==> src/rtl/mult_arb_pkg.sv <==
`default_nettype none
// ============================================================================
// Module   : mult_arb_pkg
// Purpose  : Shared types and default sizing for the multiplier arbiter.
//            Holds the sequencer state encoding, the default requester
//            count, operand width and timeout, and the derived id width.
// Ports    : none (package)
// Revision : 1.0  initial release
// ============================================================================
package mult_arb_pkg;

  localparam int DEF_N       = 4;
  localparam int DEF_WIDTH   = 4;
  localparam int DEF_TIMEOUT = 32;
  localparam int DEF_ID_W    = $clog2(DEF_N);

  typedef enum logic [2:0] {
    IDLE  = 3'd0,
    ISSUE = 3'd1,
    BUSY  = 3'd2,
    RUN   = 3'd3,
    RESP  = 3'd4
  } arb_state_t;

endpackage : mult_arb_pkg
`default_nettype wire

==> src/rtl/rr_arbiter.sv <==
`default_nettype none
// ============================================================================
// Module   : rr_arbiter
// Purpose  : Combinational round-robin picker. Scans the request vector
//            starting at index ptr and wrapping, and grants the first
//            requester found.
// Ports    : req       - request vector, one bit per requester
//            ptr       - index where the search starts
//            grant     - one-hot grant (all zero when nothing requests)
//            grant_idx - binary index of the granted requester
//            any       - at least one request present
// Revision : 1.0  initial release
// ============================================================================
module rr_arbiter #(
  parameter int N   = 4,
  parameter int IDW = 2
) (
  input  logic [N-1:0]   req,
  input  logic [IDW-1:0] ptr,
  output logic [N-1:0]   grant,
  output logic [IDW-1:0] grant_idx,
  output logic           any
);

  logic [IDW-1:0] w_cand;

  // The first hit in circular order from ptr wins; later hits are ignored
  // because any is already set.
  always_comb begin
    grant     = '0;
    grant_idx = '0;
    any       = 1'b0;
    w_cand    = '0;
    for (int k = 0; k < N; k++) begin
      w_cand = IDW'((int'(ptr) + k) % N);
      if (!any && req[w_cand]) begin
        any            = 1'b1;
        grant[w_cand]  = 1'b1;
        grant_idx      = w_cand;
      end
    end
  end

endmodule : rr_arbiter
`default_nettype wire

==> src/rtl/mult_arbiter.sv <==
`default_nettype none
// ============================================================================
// Module   : mult_arbiter
// Purpose  : Shares one iterative multiplier between N requesters. Grants
//            one requester at a time in round-robin order, starts the
//            multiplier, follows its ready level through busy and done,
//            and returns the product tagged with the requester id. A hung
//            multiplier is abandoned after TIMEOUT cycles with an error
//            response.
// Ports    : clk_in, rst_in      - clock, synchronous active-high reset
//            req_valid/x/y       - per-requester operand offers
//            req_ready           - one-hot accept pulse (IDLE only)
//            rsp_valid/id/       - one-cycle tagged response
//            rsp_product/rsp_err
//            mul_start/x/y       - multiplier command side
//            mul_product/ready   - multiplier result side
// Revision : 1.0  initial release
// ============================================================================
module mult_arbiter
  import mult_arb_pkg::*;
#(
  parameter int N       = DEF_N,
  parameter int WIDTH   = DEF_WIDTH,
  parameter int TIMEOUT = DEF_TIMEOUT
) (
  input  logic                        clk_in,
  input  logic                        rst_in,
  input  logic [N-1:0]                req_valid,
  input  logic [N-1:0][WIDTH-1:0]     req_x,
  input  logic [N-1:0][WIDTH-1:0]     req_y,
  output logic [N-1:0]                req_ready,
  output logic                        rsp_valid,
  output logic [$clog2(N)-1:0]        rsp_id,
  output logic [2*WIDTH-1:0]          rsp_product,
  output logic                        rsp_err,
  output logic                        mul_start,
  output logic [WIDTH-1:0]            mul_x,
  output logic [WIDTH-1:0]            mul_y,
  input  logic [2*WIDTH-1:0]          mul_product,
  input  logic                        mul_ready
);

  localparam int             IDW  = $clog2(N);
  localparam int             CW   = $clog2(TIMEOUT + 1);
  localparam logic [IDW-1:0] LAST = IDW'(N - 1);

  arb_state_t        r_state;
  arb_state_t        w_next;

  logic [IDW-1:0]    r_ptr;
  logic [IDW-1:0]    r_id;
  logic [WIDTH-1:0]  r_x;
  logic [WIDTH-1:0]  r_y;
  logic [2*WIDTH-1:0] r_prod;
  logic              r_err;
  logic [CW-1:0]     r_cnt;
  logic              r_hold;

  logic [N-1:0]      w_grant;
  logic [IDW-1:0]    w_grant_idx;
  logic              w_any;
  logic              w_take;
  logic              w_capture;
  logic              w_expire;
  logic              w_timeout;

  rr_arbiter #(
    .N   (N),
    .IDW (IDW)
  ) u_rr (
    .req       (req_valid),
    .ptr       (r_ptr),
    .grant     (w_grant),
    .grant_idx (w_grant_idx),
    .any       (w_any)
  );

  assign w_timeout = (r_cnt == CW'(TIMEOUT - 1));
  assign w_take    = (r_state == IDLE) && w_any && !r_hold;
  assign mul_x     = r_x;
  assign mul_y     = r_y;

  always_ff @(posedge clk_in) begin
    if (rst_in) begin
      r_state <= IDLE;
    end else begin
      r_state <= w_next;
    end
  end

  always_comb begin
    w_next      = r_state;
    req_ready   = '0;
    mul_start   = 1'b0;
    rsp_valid   = 1'b0;
    rsp_id      = '0;
    rsp_product = '0;
    rsp_err     = 1'b0;
    w_capture   = 1'b0;
    w_expire    = 1'b0;
    case (r_state)
      IDLE: begin
        // r_hold keeps the first cycle after reset free of grants.
        if (w_any && !r_hold) begin
          req_ready = w_grant;
          w_next    = ISSUE;
        end
      end
      ISSUE: begin
        mul_start = 1'b1;
        w_next    = BUSY;
      end
      BUSY: begin
        // Ready still high here is the previous result; wait for the drop.
        // Nothing can be captured yet, so an expiry takes precedence.
        if (w_timeout) begin
          w_expire = 1'b1;
          w_next   = RESP;
        end else if (!mul_ready) begin
          w_next = RUN;
        end
      end
      RUN: begin
        // A genuine result arriving on the last allowed cycle is kept.
        if (mul_ready) begin
          w_capture = 1'b1;
          w_next    = RESP;
        end else if (w_timeout) begin
          w_expire = 1'b1;
          w_next   = RESP;
        end
      end
      RESP: begin
        rsp_valid   = 1'b1;
        rsp_id      = r_id;
        rsp_product = r_prod;
        rsp_err     = r_err;
        w_next      = IDLE;
      end
      default: begin
        w_next = IDLE;
      end
    endcase
  end

  always_ff @(posedge clk_in) begin
    if (rst_in) begin
      r_hold <= 1'b1;
      r_ptr  <= '0;
      r_id   <= '0;
      r_x    <= '0;
      r_y    <= '0;
      r_prod <= '0;
      r_err  <= 1'b0;
      r_cnt  <= '0;
    end else begin
      r_hold <= 1'b0;
      if (w_take) begin
        r_id  <= w_grant_idx;
        r_x   <= req_x[w_grant_idx];
        r_y   <= req_y[w_grant_idx];
        r_ptr <= (w_grant_idx == LAST) ? '0 : w_grant_idx + IDW'(1);
      end
      if (r_state == ISSUE) begin
        r_cnt <= '0;
      end else if ((r_state == BUSY) || (r_state == RUN)) begin
        r_cnt <= r_cnt + CW'(1);
      end
      if (w_capture) begin
        r_prod <= mul_product;
        r_err  <= 1'b0;
      end
      if (w_expire) begin
        r_prod <= '0;
        r_err  <= 1'b1;
      end
    end
  end

endmodule : mult_arbiter
`default_nettype wire

==> config.mk <==
export PLATFORM = sky130hd
export DESIGN_NAME = mult_arbiter
export DESIGN_NICKNAME = d
export VERILOG_FILES = /design/src/rtl/mult_arb_pkg.sv /design/src/rtl/rr_arbiter.sv /design/src/rtl/mult_arbiter.sv
export SDC_FILE = /design/constraint.sdc
export NUM_CORES = 1
export LEC_CHECK = 0
export CAP_MARGIN = 15
export CORE_ASPECT_RATIO = 1.5
export CORE_MARGIN = 10
export CORE_UTILIZATION = 50
export CTS_BUF_LIST = sky130_fd_sc_hd__clkbuf_4 sky130_fd_sc_hd__clkbuf_8
export DETAILED_ROUTE_END_ITERATION = 6
export PLACE_DENSITY_LB_ADDON = 0.25
export SLEW_MARGIN = 20
export SYNTH_ARGS = -nofsm -noshare
export SYNTH_HDL_FRONTEND = slang
export SYNTH_HIERARCHICAL = 1
export SYNTH_SLANG_ARGS = --single-unit
export TNS_END_PERCENT = 10
==> constraint.sdc <==
create_clock -name clk_in -period 4.95 [get_ports clk_in]
set_input_delay 0.7425 -clock clk_in [delete_from_list [all_inputs] [get_ports clk_in]]
set_output_delay 0.7425 -clock clk_in [all_outputs]
set_load 0.01 [all_outputs]
======== Yosys cells after proc, flatten, opt, wreduce, memory -nomap -nowiden ========
Index checks and enable logic that the tools add are counted.
storage, ports and cells
  bits in registers ....................... 31
  latch bits .............................. 0
  bits in writable memories ............... 0
  memory bits (read-only) ................. 0
  output and inout port bits .............. 25
  logic and storage cells ................. 109
  memories kept ........................... 0
operators by class
  add/subtract/negate cells ............... 5
  multipliers ............................. 0
  div/mod/pow operators ................... 0
  magnitude comparators ................... 9
  eq/ne operators ......................... 9
  shifts and indexed selects .............. 0
  mux-type cells .......................... 54
  bitwise gates (word level) .............. 3
  reductions and logical operators ........ 20
operator list
  kind                                                         count
  2-to-1 mux 4 bit                                             8
  2-to-1 mux 1 bit                                             22
  binary-select mux 4 bit (select 2 bit)                       2
  less-than comparator 2 x 3 -> 1 bit (second input constant)  5
  2-to-1 mux 3 bit                                             5
  2-to-1 mux 2 bit                                             6
  bitwise OR 4 bit                                             3
  one-hot mux 3 bit (4 select lines)                           1
  logical AND 1 bit                                            10
  binary-select mux 1 bit (select 2 bit)                       4
  demux 1 bit (select 2 bit)                                   4
  >= comparator 2 x 1 -> 1 bit (second input constant)         4
  2-to-1 mux 8 bit                                             1
  adder 6 x 1 -> 6 bit (second input constant)                 1
  equality test 3 x 2 -> 1 bit (second input constant)         2
  equality test 6 x 5 -> 1 bit (second input constant)         1
  inequality test 3 bit (second input constant)                2
  adder 2 x 1 -> 2 bit (second input constant)                 2
  adder 2 bit (second input constant)                          2
  logical NOT 1 bit                                            4
  OR reduction 2 bit                                           2
  equality test 3 x 1 -> 1 bit (second input constant)         1
  equality test 3 bit (second input constant)                  1
  logical NOT 3 bit                                            1
  6 further kinds                                              6

======== Depth between registers and ports, before layout ========
  word-level depth ........................ 15
  gate-level depth with buffers ........... 12

======== By module ========
The synthesis kept the hierarchy.
modules (own cells, without submodules)
  module        times used  cells each  area each (um^2)
  mult_arbiter  1           177         1549.0
  rr_arbiter    1           45          421.7

======== Worst setup path after synthesis ========
Ideal clock, no wire load.
  path kind ............................... reg-to-reg
  from .................................... reg r_ptr[0]
  to ...................................... reg r_x[0] (netlist: mul_x[0])
  library setup time ...................... 132 ps
  arrival time ............................ 2741 ps
  data required time ...................... 4818 ps
  path slack .............................. 2077 ps
  stages on the path, launching flop included .. 13
  clock period less this slack ............ 2873 ps
  path through ............................ dfxtp_1 -> buf_6 -> inv_1 -> ha_1 -> mux4_2 -> buf_6 -> and2b_2 -> o21ai_0 -> o31ai_1 -> buf_2 -> mux4_2 -> nand3_1 -> a21oi_1
between the ends
  longest elaborated chain between the ends .. 14
  elaborated cells between the ends (all ways) .. 29
  classes of those cells .................. add/sub (3); mux (18); reduce/logical (8)
ends and longest elaborated chain
  element                                                                        RTL line             RTL
  start, declared                                                                mult_arbiter.sv:50   logic [IDW-1:0] r_ptr;
  start signal, assigned                                                         mult_arbiter.sv:162  r_ptr <= (w_grant_idx == LAST) ? '0 : w_grant_idx + IDW'(1);
  parallel branches: the longest is 11 deep, another holds adder 2 x 1 -> 2 bit  -
  2-to-1 mux 2 bit *                                                             rr_arbiter.sv:36     if (!any && req[w_cand]) begin
  named net w_grant_idx[0]                                                       mult_arbiter.sv:60   logic [IDW-1:0] w_grant_idx;
  binary-select mux 4 bit (select 2 bit) *                                       mult_arbiter.sv:160  r_x <= req_x[w_grant_idx];
  2-to-1 mux 4 bit (implied by the code) *                                       mult_arbiter.sv:160
  end signal, assigned                                                           mult_arbiter.sv:160
  end, declared                                                                  mult_arbiter.sv:52   logic [WIDTH-1:0] r_x;
Mark *: on every way through the listed nets, which the timed path passes. The select of a mux whose other input is x is not followed.
A chain may end at the register's enable or synchronous reset.

======== Worst setup path in the final report ========
  from .................................... in req_valid[3]
  to ...................................... out req_ready[1]
between the ends
  longest elaborated chain between the ends .. 15
  elaborated cells between the ends (all ways) .. 28
  classes of those cells .................. mux (18); bitwise (3); reduce/logical (7)
ends and longest elaborated chain
  element                                 RTL line             RTL
  start, declared                         mult_arbiter.sv:28   input logic [N-1:0] req_valid,
  binary-select mux 1 bit (select 2 bit)  rr_arbiter.sv:36
  2-to-1 mux 1 bit (implied by the code)  rr_arbiter.sv:36
  2-to-1 mux 1 bit                        rr_arbiter.sv:36
  logical NOT 1 bit                       rr_arbiter.sv:36
  logical AND 1 bit                       rr_arbiter.sv:36
  2-to-1 mux 1 bit                        rr_arbiter.sv:36
  logical NOT 1 bit                       rr_arbiter.sv:36
  logical AND 1 bit                       rr_arbiter.sv:36
  2-to-1 mux 1 bit                        rr_arbiter.sv:36
  logical NOT 1 bit                       rr_arbiter.sv:36
  logical AND 1 bit                       rr_arbiter.sv:36
  2-to-1 mux 1 bit *                      rr_arbiter.sv:36
  named net w_any                         mult_arbiter.sv:61   logic w_any;
  logical AND 1 bit *                     mult_arbiter.sv:104  if (w_any && !r_hold) begin
  2-to-1 mux 4 bit *                      mult_arbiter.sv:104
  2-to-1 mux 4 bit *                      mult_arbiter.sv:101  case (r_state)
  end, declared                           mult_arbiter.sv:31   output logic [N-1:0] req_ready,
The timed path passes the listed nets; every way through them passes the cells marked *. The select of a mux whose other input is x is not followed.

==> metrics.md <==
| Metric | Value |
|---|---|
| Met3 Usage GRT | `5.71%` |
| Clock-pin slew on the worst setup and hold paths | `0.06 ns` |
| Count of routing violations after the opening detailed-route iteration | `96` |
| Largest vdd supply drop | `0.432 mV` |
| Clock buffers created by TritonCTS | `5` |
| Post-Synthesis Net Count | `276` |
| Final Cycle Share | `86.8%` |
| Number of cells on the worst reg-to-reg path | `9` |
| Total power divided by cell area | `484 nW/µm²` |
| Clock insertion delay at the later pin of the skew report | `0.28 ns` |
| DR WL/cell | `18.0 µm` |
| Count of maximum capacitance violations | `0` |
| Synthesized area divided by synthesized cell count | `8.88 µm²` |
| Port bufs | `71` |
| Ant diodes | `0` |
| Total overflow reported by the global router | `0` |
| Vias post-DR | `1972` |
| Via density per instance | `5.99` |
| Die height | `96.9 µm` |
| FF+latch area | `621 µm²` |
| Worst setup SP type | `input pin` |
| Placed wire-length estimate after detailed placement | `4570 µm` |
| Fraction of the yosys area taken by sequential cells | `31.5%` |
| Grt peak-use layer | `met2` |
| Crit Reg-Reg Startpoint | `r_ptr[1]` |
| NumNets Final | `339` |
| Number of clock sinks | `31` |
| Fin crit period | `4.30 ns` |
| RD Place Congestion | `0.841` |
| Run status | `complete, no violations` |
| CP endpoint kind | `output port` |
| TritonCTS clock tree | `built` |
| Top cells by count, synth | `sky130_fd_sc_hd__dfxtp_1 (31), sky130_fd_sc_hd__a21oi_1 (26), sky130_fd_sc_hd__nand2_1 (19), sky130_fd_sc_hd__o21ai_0 (19), sky130_fd_sc_hd__and3_1 (15)` |
| I/O pins | `72` |
| Distinct cell type count of the synthesized netlist | `43` |
| Placed instance area | `2680 µm²` |
| Synthesized instance count | `222` |
| Number of warning messages in the yosys log | `6` |
| Total negative slack | `0 ns` |
| Pin count of the biggest net entering global routing | `21` |
| Share of cells above drive strength 1 | `9.09%` |
| Clock Skew | `0.00657 ns` |
| Final number of setup-violating endpoints | `0` |
| Antenna violations before repair | `0` |
| Met2 layer usage reported by global route | `30.1%` |
| Hold buffer count at cts | `0` |
| Via count of the first global-routing pass | `2025` |
| Clk root buf | `sky130_fd_sc_hd__clkbuf_8` |
| DP Cell Count | `321` |
| Most used flip-flop cell after synthesis | `sky130_fd_sc_hd__dfxtp_1` |
| Final non-filler cell total | `329` |
| Post-synth EDFFs | `0` |
| Core ar. | `3750 µm²` |
| Transition time at the pin with the least slew margin | `0.931 ns` |
| Area of all placed cells without fillers | `2780 µm²` |
| Unrepaired setup endpoints after global routing | `no` |
| Type of the tightest min-delay check | `register to register` |
| Die area | `6900 µm²` |
| Cell types with the largest area share after synthesis | `sky130_fd_sc_hd__dfxtp_1 (31%), sky130_fd_sc_hd__mux4_2 (11%), sky130_fd_sc_hd__a21oi_1 (6.6%), sky130_fd_sc_hd__o21ai_0 (4.8%), sky130_fd_sc_hd__and3_1 (4.8%)` |
| Critical path peak fanout | `15` |
| Initial Util | `52.6%` |
| DRC violations left | `0` |
| Total global routing track utilization | `16.9%` |
| Std cell rows | `27` |
| First-pass iteration count of the detailed router | `4` |
| Slew Limit Fails | `0` |
| Start point of the critical path | `req_valid[3]` |
| Buffer count from post-CTS setup fixing | `0` |
| Top cell type by total area after synthesis | `sky130_fd_sc_hd__dfxtp_1` |
| Fmax | `233 MHz` |
| Post-synthesis instance area | `1970 µm²` |
| End point of the critical path | `req_ready[1]` |
| Routed Antenna Nets | `0` |
| Leak | `0.00102 µW` |
| Most frequent cell after synthesis | `sky130_fd_sc_hd__dfxtp_1` |
| Fillers | `275` |
| WS Path Type | `input pin to output port` |
| End of the worst register-to-register path | `r_ptr[0]` |
| Setup slack of the worst register-to-register path | `1.49 ns` |
| Fraction of met1 tracks used by global routing | `17.5%` |
| Synth-to-layout area growth | `41.0%` |
| Required arrival time at the worst endpoint | `4.21 ns` |
| Share of the synthesized area in the top cell type | `31.5%` |
| Headroom to the max-slew limit | `37.8%` |
| Clock buffer depth | `2` |
| Number of resized instances in the post-cts repair step | `0` |
| Final hold violation count | `0` |
| Multi-input logic area | `1250 µm²` |
| First-pass GRT wire length | `9830 µm` |
| Count of H-tree levels built during CTS | `2` |
| Arrival time worst endpoint | `3.56 ns` |
| Share of synthesized flip-flops with an asynchronous set or reset | `0%` |
| Horizontal die dimension | `71.3 µm` |
| FF+latch count, synth | `31` |
| Routed Wire Length | `5940 µm` |
## worst min-delay path by stage
stage	cells after the start	from	slack (ns)	endpoint
2_1_floorplan	2	r_prod[1]	0.43	r_prod[1]
3_5_place_dp	2	r_prod[7]	0.44	r_prod[7]
6_report	2	r_prod[7]	0.45	r_prod[7]
3_3_place_gp	2	r_prod[6]	0.44	r_prod[6]
5_1_grt	2	r_prod[7]	0.49	r_prod[7]
4_1_cts	2	r_prod[7]	0.45	r_prod[7]
## where the power goes
| part | internal (µW) | switching [µW] |
|---|---|---|
| clock | 132 | 90.6 |
| combinational | 395 | 396 |
| sequential | 293 | 37.8 |
| total | 820 | 525 |
## placed cells by master, fill, tap and decap left out, types with 3 or more instances in the layout
master	count
sky130_fd_sc_hd__clkbuf_8	7
sky130_fd_sc_hd__o21ai_0	19
sky130_fd_sc_hd__a21oi_1	26
sky130_fd_sc_hd__a22oi_1	8
sky130_fd_sc_hd__mux2i_1	3
sky130_fd_sc_hd__clkdlybuf4s50_1	71
sky130_fd_sc_hd__nor3_1	5
sky130_fd_sc_hd__nor2_1	7
sky130_fd_sc_hd__nand2_1	19
sky130_fd_sc_hd__nor2b_1	3
sky130_fd_sc_hd__dfxtp_1	31
sky130_fd_sc_hd__nand2b_1	5
sky130_fd_sc_hd__and3_1	15
sky130_fd_sc_hd__nand3_1	12
sky130_fd_sc_hd__or3_1	3
sky130_fd_sc_hd__ha_1	7
sky130_fd_sc_hd__inv_1	4
sky130_fd_sc_hd__buf_4	3
sky130_fd_sc_hd__mux4_2	10
## routing by layer
| layer | routed length [µm] | vias up | share of wire [%] |
|---|---|---|---|
| met5 | 0 | - | 0 |
| met1 | 2230 | 944 | 38 |
| li1 | - | 959 | - |
| met4 | 108 | 0 | 1.8 |
| met3 | 374 | 11 | 6.3 |
| met2 | 3220 | 58 | 54 |
## logic make-up after synthesis
family,share of synthesized area (%)
AO/OA/AOI/OAI,18.7
XOR/XNOR,0.889
AND/OR/NAND/NOR,23.1
buffers and inverters,5.21
flip-flops,31.5
multiplexers,16.2
adder cells (fa/ha/maj),4.44
## registers in the layout, summed over array words and instances, names as in the netlist
signal	count
mul_x	4
mul_y	4
r_cnt	6
r_err	1
r_hold	1
r_id	2
r_prod	8
r_ptr	2
r_state	3
## stage by stage
stage	utilization (%)	power (µW)	hold WS, ns	worst slack [ns]
after floorplan	-	773	0.432	2.08
after global placement	71.3	1110	0.438	0.796
after detailed placement	71.3	1130	0.444	0.653
after CTS	74.1	1350	0.452	0.620
after global routing	74.1	1430	0.488	0.477
final	74.1	1350	0.454	0.651
## cell type report
class,count,share of cell area [%]
inverter,4,0.540
timing repair buffer,74,26.4
sequential,31,22.3
tap,43,1.94
clock buffer,8,3.74
multi-input combinational,169,45.1
## critical path: stages
cell and delay [ns]:
sky130_fd_sc_hd__clkdlybuf4s50_1 0.56, sky130_fd_sc_hd__mux4_2 0.45, sky130_fd_sc_hd__nor3_1 0.12, sky130_fd_sc_hd__nand2b_1 0.10, sky130_fd_sc_hd__nor2b_1 0.75, sky130_fd_sc_hd__and3_1 0.28
sky130_fd_sc_hd__clkdlybuf4s50_1 0.54
No activity file was read; power rests on OpenSTA's default activity.
